<file path="src/rtl/irs_sample_sequencer.sv">
// Reads one channel window of NUM_SAMPLES samples: address load or increment, wait for the
// address, settle, latch. Any request left unanswered for TIMEOUT_CYCLES enabled cycles aborts the window.
module irs_sample_sequencer #(
  parameter int NUM_SAMPLES    = 64,
  parameter int SETTLE_CYCLES  = 3,
  parameter int TIMEOUT_CYCLES = 255
) (
  input  logic        clk_i,
  input  logic        rst_i,
  input  logic        clk_en,
  input  logic        start_i,
  input  logic [2:0]  sel_channel_i,
  output logic        ro_start_o,
  output logic        ro_increment_o,
  input  logic        ro_reached_i,
  input  logic [11:0] irs_dat_i,
  output logic        irs_smpall_o,
  output logic [11:0] dat_o,
  output logic [5:0]  smp_o,
  output logic [2:0]  ch_o,
  output logic        valid_o,
  output logic        done_o,
  output logic        busy_o,
  output logic        err_o
);

  typedef enum logic [2:0] {
    IDLE, LOAD_REQ, LOAD_WAIT, SETTLE, LATCH, INC_REQ, INC_WAIT, ABORT
  } state_t;

  localparam logic [5:0] LAST_SMP    = 6'(NUM_SAMPLES - 1);
  localparam logic [7:0] SETTLE_LAST = 8'((SETTLE_CYCLES > 0) ? SETTLE_CYCLES - 1 : 0);
  localparam logic [7:0] TO_LAST     = 8'(TIMEOUT_CYCLES - 1);

  state_t     state;
  logic [5:0] sample_cnt;
  logic [7:0] tmr;
  logic [2:0] chan;

  always_ff @(posedge clk_i) begin
    // valid_o/done_o are single clk_i pulses even when clk_en is low
    valid_o <= 1'b0;
    done_o  <= 1'b0;
    if (rst_i) begin
      state          <= IDLE;
      sample_cnt     <= 6'd0;
      tmr            <= 8'd0;
      chan           <= 3'd0;
      ro_start_o     <= 1'b0;
      ro_increment_o <= 1'b0;
      irs_smpall_o   <= 1'b0;
      dat_o          <= 12'd0;
      smp_o          <= 6'd0;
      ch_o           <= 3'd0;
      busy_o         <= 1'b0;
      err_o          <= 1'b0;
    end else if (clk_en) begin
      case (state)
        IDLE: begin
          if (start_i) begin
            chan           <= sel_channel_i;
            sample_cnt     <= 6'd0;
            err_o          <= 1'b0;
            ro_start_o     <= 1'b1;
            ro_increment_o <= 1'b1;
            busy_o         <= 1'b1;
            state          <= LOAD_REQ;
          end
        end
        LOAD_REQ, INC_REQ: begin
          ro_start_o     <= 1'b0;
          ro_increment_o <= 1'b0;
          // the request cycle itself counts toward the timeout
          tmr            <= 8'd1;
          state          <= (state == LOAD_REQ) ? LOAD_WAIT : INC_WAIT;
        end
        LOAD_WAIT, INC_WAIT: begin
          if (ro_reached_i) begin
            tmr          <= 8'd0;
            irs_smpall_o <= 1'b1;
            if (state == INC_WAIT) sample_cnt <= sample_cnt + 6'd1;
            state        <= SETTLE;
          end else if (tmr >= TO_LAST) begin
            err_o <= 1'b1;
            state <= ABORT;
          end else begin
            tmr <= tmr + 8'd1;
          end
        end
        SETTLE: begin
          if (tmr >= SETTLE_LAST) state <= LATCH;
          else tmr <= tmr + 8'd1;
        end
        LATCH: begin
          dat_o        <= irs_dat_i;
          smp_o        <= sample_cnt;
          ch_o         <= chan;
          valid_o      <= 1'b1;
          irs_smpall_o <= 1'b0;
          if (sample_cnt == LAST_SMP) begin
            done_o <= 1'b1;
            busy_o <= 1'b0;
            state  <= IDLE;
          end else begin
            ro_start_o <= 1'b1;
            state      <= INC_REQ;
          end
        end
        ABORT: begin
          busy_o <= 1'b0;
          state  <= IDLE;
        end
        default: state <= IDLE;
      endcase
    end
  end

endmodule

</file>
<file path="config.mk">
export PLATFORM = sky130hd
export DESIGN_NAME = irs_sample_sequencer
export DESIGN_NICKNAME = d
export VERILOG_FILES = /design/src/rtl/irs_sample_sequencer.sv
export SDC_FILE = /design/constraint.sdc
export NUM_CORES = 1
export LEC_CHECK = 0
export CAP_MARGIN = 10
export CORE_MARGIN = 4
export CORE_UTILIZATION = 40
export CTS_CLUSTER_SIZE = 28
export DETAILED_ROUTE_END_ITERATION = 8
export GPL_TIMING_DRIVEN = 0
export PLACE_DENSITY_LB_ADDON = 0.1
export SYNTH_ARGS = -nofsm -noshare
export SYNTH_HDL_FRONTEND = slang
export SYNTH_SLANG_ARGS = --single-unit
</file>
<file path="constraint.sdc">
create_clock -name clk_i -period 1.5 [get_ports clk_i]
set_input_delay 0.15 -clock clk_i [delete_from_list [all_inputs] [get_ports clk_i]]
set_output_delay 0.15 -clock clk_i [all_outputs]
set_load 0.01 [all_outputs]
</file>
======== After elaboration in Yosys (flattened, before gate mapping) ========
Index checks and enable logic that the tools add are counted.
operators by class
  $lt $le $gt $ge ......................... 2
  multiplexer cells ....................... 29
  add/sub/neg operators ................... 2
  equal/unequal tests ..................... 19
  reductions and logical operators ........ 21
  bitwise gates (word level) .............. 2
operator list
  operator                                                           count
  two-way mux 8 bit                                                  3
  one-hot mux 8 bit (3 select lines)                                 1
  two-way mux 3 bit                                                  6
  two-way mux 6 bit                                                  3
  != test 2 bit, second input constant                               9
  one-hot mux 3 bit (6 select lines)                                 1
  AND reduction 4 bit                                                4
  == test 3 bit, second input constant                               4
  one-hot mux 6 bit (2 select lines)                                 1
  AND reduction 5 bit                                                2
  two-way mux 1 bit                                                  9
  AND reduction 3 bit                                                3
  nonzero test 3 bit                                                 3
  adder 8 x 1 -> 8 bit, second input constant                        1
  greater-or-equal comparator 8 x 2 -> 1 bit, second input constant  1
  greater-or-equal comparator 8 bit, second input constant           1
  adder 6 x 1 -> 6 bit, second input constant                        1
  == test 3 x 2 -> 1 bit, second input constant                      2
  == test 6 bit, second input constant                               1
  != test 3 bit, second input constant                               2
  one-hot mux 1 bit (2 select lines)                                 3
  one-hot mux 1 bit (3 select lines)                                 2
  nonzero test 2 bit                                                 3
  OR reduction 2 bit                                                 3
  other kinds (5)                                                    6
storage, ports and cells
  flip-flop bits (word level) ............. 48
  output and inout port bits .............. 28
  bits of input ports ..................... 20
  logic and storage cells ................. 89

======== Longest topological paths before layout ========
  word-level depth ........................ 4
  depth in mapped cells ................... 9
  mapped depth without buffers ............ 7

======== Worst setup path after synthesis ========
OpenSTA, ideal clock, no wires.
  kind .................................... flip-flop to flip-flop
  start point ............................. reg tmr[0]
  end point ............................... reg tmr[1]
  slack ................................... -0.102 ns
  clock period less this slack ............ 1.602 ns
  buffers on the path ..................... 1
  library setup time ...................... 0.128 ns
  cell stages (with the launch flop) ...... 9
  arrival ................................. 1.475 ns
  required time ........................... 1.372 ns
  cells stage by stage .................... dfxtp_1 inv_1 ha_1 o211ai_1 nor3_2 o22ai_2 buf_6 mux2i_1 nor2_1
on the way
  longest elaborated chain between the ends .. 4
  elaborated cells on any way between the ends .. 10
  those cells by class .................... 1 x add/sub; 2 x order compare; 2 x eq/ne; 4 x mux; 1 x reduce/logical
RTL lines
  what                                line    source
  start, declared                     37      logic [7:0] tmr;
  start signal, assigned              87      tmr <= tmr + 8'd1;
  start signal, assigned              92      else tmr <= tmr + 8'd1;
  adder 8 x 1 -> 8 bit                87, 92
  two-way mux 8 bit                   83      end else if (tmr >= TO_LAST) begin
  two-way mux 8 bit                   78      if (ro_reached_i) begin
  one-hot mux 8 bit (3 select lines)  58      case (state)
Several ways; a longest one is shown, not always the timed one. The select of a mux whose other input is x is not followed.
A chain may end at the register's enable or synchronous reset.

======== Worst setup path in the final report ========
  start point ............................. reg tmr[1]
  end point ............................... reg tmr[1]
The elaborated chain is that of the path after synthesis.

==> insert_results.sql <==
INSERT INTO impl_metrics (metric_group, metric, value, unit) VALUES
('timing', 'report.final.setup_viol', '11', ''),
('placement', 'port_buffers', '45', ''),
('drt', 'dr.pass1.iters', '4', ''),
('clock_network', 'clkLatencyLatePin', '0.31', 'ns'),
('final_layout', 'final_common_cell', 'sky130_fd_sc_hd__nand2_1', ''),
('drt', 'violation_count_after_the_first_detailed_routing_iteration', '83', ''),
('final_layout', 'nNetsFinal', '336', ''),
('global_route', 'antenna_found_initial', '0', ''),
('clock_network', 'cts_buffer_depth', '2', ''),
('final_layout', 'layout.cells.most_common_list', 'sky130_fd_sc_hd__nand2_1 (51), sky130_fd_sc_hd__clkdlybuf4s50_1 (45), sky130_fd_sc_hd__dfxtp_1 (40)', ''),
('timing', 'tightest_slew', '0.533', 'ns'),
('floorplanning', 'initial_standard_cell_utilization_of_the_core', '41.7', '%'),
('placement', 'dpl_cell_area', '0.00269', 'sq mm'),
('yosys', 'synth-async-reset-ratio', '0', '%'),
('yosys', 'synth_xor_xnor_area_share', '1.63', '%'),
('worst_setup_path', 'startpoint_type', 'flip-flop', ''),
('timing', 'rsz_0062_raised_after_global_routing', 'true', ''),
('yosys', 'synth-compound-area-share', '17.6', '%'),
('drt', 'wl_per_cell', '14.0', 'um'),
('final_layout', 'area_growth_syn_to_layout', '40.1', '%'),
('yosys', 'combinational_family_with_the_most_area_after_synthesis', 'simple AND/OR/NAND/NOR gates', ''),
('timing', 'max_freq', '587', 'MHz'),
('yosys', 'synth_fp_nets', '274', ''),
('floorplanning', 'die_height', '81.2', 'um'),
('final_layout', 'finish.utilization', '58.4', '%'),
('floorplanning', 'num_io_pins', '48', ''),
('floorplanning', 'placeableCoreArea', '0.00514', 'sq mm'),
('yosys', 'synth_fa_ha_area_share', '1.75', '%'),
('timing', 'finClkSkew', '0.00728', 'ns'),
('yosys', 'yosysWarningCount', '0', ''),
('drt', 'finalWirelength', '5360', 'um'),
('clock_network', 'ctsHtreeMaxLevel', '2', ''),
('status', 'result_of_the_run', 'finished, violations left', ''),
('floorplanning', 'dieWidth', '81.2', 'um'),
('clock_network', 'clock_pin_slew_reported_for_the_worst_setup_and_hold_paths_after_clock_tree_synthesis', '0.09', 'ns'),
('pwr', 'p_leak', '1.09', 'nW'),
('global_route', 'grt_pass1_wl', '8760', 'um'),
('placement', 'hpwl', '3530', 'um'),
('final_layout', 'antennaDiodeCount', '0', ''),
('floorplanning', 'rows', '26', ''),
('worst_setup_path', 'criticalPathCategory', 'reg2reg', ''),
('worst_setup_path', 'start_point_of_the_critical_path', 'tmr[1]', ''),
('timing', 'maxSlewViolCount', '0', ''),
('status', 'failed_checks', 'setup timing', ''),
('clock_network', 'postCtsHoldBufs', '0', ''),
('yosys', 'synth_edf_count', '0', ''),
('pwr', 'pwr_density_cell', '875', 'mW/mm^2'),
('worst_setup_path', 'timing.critical_path.to_type', 'flip-flop', ''),
('yosys', 'synth_area', '0.00214', 'sq mm'),
('flow_run', 'max-cap-violations', '0', ''),
('timing', 'final_critical_path_setup_slack', '-0.203', 'ns'),
('placement', 'gp_congestion', '0.803', ''),
('worst_setup_path', 'worst_path_dominant_cell_family', 'compound AO/OA/AOI/OAI gates', ''),
('timing', 'fin_crit_sh', '114', '%'),
('worst_setup_path', 'critPathBufInv', '1', ''),
('pwr', 'worst_case_vdd_ir_drop', '0.000475', 'V'),
('worst_setup_path', 'crit_path_cell_trace', 'nor4_4, a21boi_1, o22ai_4, buf_6, mux2i_1, nor2_1', ''),
('drt', 'route.detailed.drc', '0', ''),
('clock_network', 'cts_tree', 'yes', ''),
('global_route', 'total_routing_usage_gr', '17.2', '%'),
('yosys', 'netlist_instances', '251', ''),
('min_path', 'worst_hold_startpoint', 'clk_en', ''),
('worst_setup_path', 'slowest_delay', '0.38', 'ns'),
('timing', 'post-route-min-period', '1.70', 'ns'),
('floorplanning', 'die-area', '0.00660', 'sq mm'),
('yosys', 'synth_top_flop_cell', 'sky130_fd_sc_hd__dfxtp_1', ''),
('yosys', 'avgSynthCellArea', '8.54', 'sq um'),
('timing', 'max-slew-margin-rel', '64.5', '%'),
('yosys', 'netlist-cell-type-count', '48', ''),
('drt', 'avgViaCountPerCell', '5.10', ''),
('yosys', 'sequential_element_share_of_the_synthesized_area', '44.8', '%');
-- synthesized netlist by cell type (2+ instances only) --
cell type | count | share of area (%)
sky130_fd_sc_hd__and3_1 | 4 | 1.2
sky130_fd_sc_hd__nand2_1 | 53 | 9.3
sky130_fd_sc_hd__nand2b_1 | 6 | 1.8
sky130_fd_sc_hd__nand4_1 | 5 | 1.5
sky130_fd_sc_hd__nor2b_1 | 2 | 0.58
sky130_fd_sc_hd__inv_1 | 2 | 0.35
sky130_fd_sc_hd__clkbuf_1 | 3 | 0.53
sky130_fd_sc_hd__buf_4 | 3 | 1.1
sky130_fd_sc_hd__o21a_1 | 2 | 0.70
sky130_fd_sc_hd__o211ai_1 | 2 | 0.70
sky130_fd_sc_hd__a21oi_1 | 28 | 6.5
sky130_fd_sc_hd__a31oi_1 | 5 | 1.5
sky130_fd_sc_hd__ha_1 | 3 | 1.8
sky130_fd_sc_hd__buf_6 | 3 | 1.6
sky130_fd_sc_hd__o21ai_1 | 3 | 0.70
sky130_fd_sc_hd__a22oi_1 | 2 | 0.70
sky130_fd_sc_hd__nor2_1 | 21 | 3.7
sky130_fd_sc_hd__dfxtp_1 | 48 | 45
sky130_fd_sc_hd__nor3_2 | 2 | 0.93
sky130_fd_sc_hd__buf_2 | 8 | 1.9
sky130_fd_sc_hd__a311oi_1 | 6 | 2.5
sky130_fd_sc_hd__a21o_1 | 2 | 0.70
sky130_fd_sc_hd__mux2i_1 | 4 | 1.9
sky130_fd_sc_hd__xor2_1 | 3 | 1.2
sky130_fd_sc_hd__nor3_1 | 5 | 1.2
sky130_fd_sc_hd__nand3_1 | 4 | 0.93
-- worst reg2reg max path, cell delays in order (launching register included) --
cell and delay [ns]:
sky130_fd_sc_hd__dfxtp_4 0.38, sky130_fd_sc_hd__nor4_4 0.34, sky130_fd_sc_hd__a21boi_1 0.17, sky130_fd_sc_hd__o22ai_4 0.28, sky130_fd_sc_hd__buf_6 0.18, sky130_fd_sc_hd__mux2i_1 0.18, sky130_fd_sc_hd__nor2_1 0.05
-- worst paths after layout --
kind	to	slack, ns	cells past startpoint
setup / recovery	tmr[1]	-0.20	6
hold / removal	state[1]	0.08	2
setup reg to reg	tmr[1]	-0.20	6
hold reg to reg	dat_o[4]	0.46	2
-- layout make-up --
class                      count  area (sq um)
inverter                       2          10.0
clock buffer                   6          82.6
multi-input combinational    183          1140
buffer                        18           136
timing repair buffer          55           529
sequential                    48           981
tap                           70          87.6
fill                         505          2140
clock inverter                 2          38.8
-- routing by layer --
metal | routed length, um | share of wire, % | global-route usage (%) | vias to the layer above
met2 | 2430 | 45 | 26.4 | 59
met5 | 0 | 0 | 0 | -
met4 | 86 | 1.6 | 6.76 | 0
li1 | - | - | - | 995
met3 | 267 | 5.0 | 3.99 | 8
met1 | 2580 | 48 | 23.4 | 895
-- logic make-up after synthesis --
group / count (synthesis)
simple gates: 113
compound gates: 58
flops: 48
buf+inv: 20
mux: 5
xor+xnor: 4
fa+ha+maj: 3
-- through the flow --
stage / worst slack, ns / power [mW] / instances / setup TNS [ns] / hold slack (ns)
finish: -0.203 / 2.63 / 384 / -1.48 / 0.0827
global route: -0.323 / 2.75 / 384 / -4.36 / 0.0867
CTS: -0.185 / 2.65 / 382 / -1.23 / 0.0730
detailed placement: -0.280 / 1.63 / 366 / -3.73 / 0.400
global placement: -0.261 / 1.63 / 366 / -3.56 / 0.404
floorplan: -0.0463 / 1.51 / 251 / -0.0943 / 0.286
-- what timing repair did --
action,in CTS,in global routing
gates resized for setup,14,21
setup buffers,7,2
cloned,1,0
pin swaps,16,8
setup endpoints to repair,39,40
-- power by group --
part           internal, mW  total (mW)  switching [mW]
sequential             1.29        1.31          0.0164
combinational         0.169       0.336           0.166
clock                 0.545       0.985           0.440
-- sequential cells by signal (all words and copies together) (netlist names), 3 cells and up --
name,cells
ch_o,3
chan,3
dat_o,12
sample_cnt,6
smp_o,6
state,3
tmr,8
(Power assumes the default switching activity.)
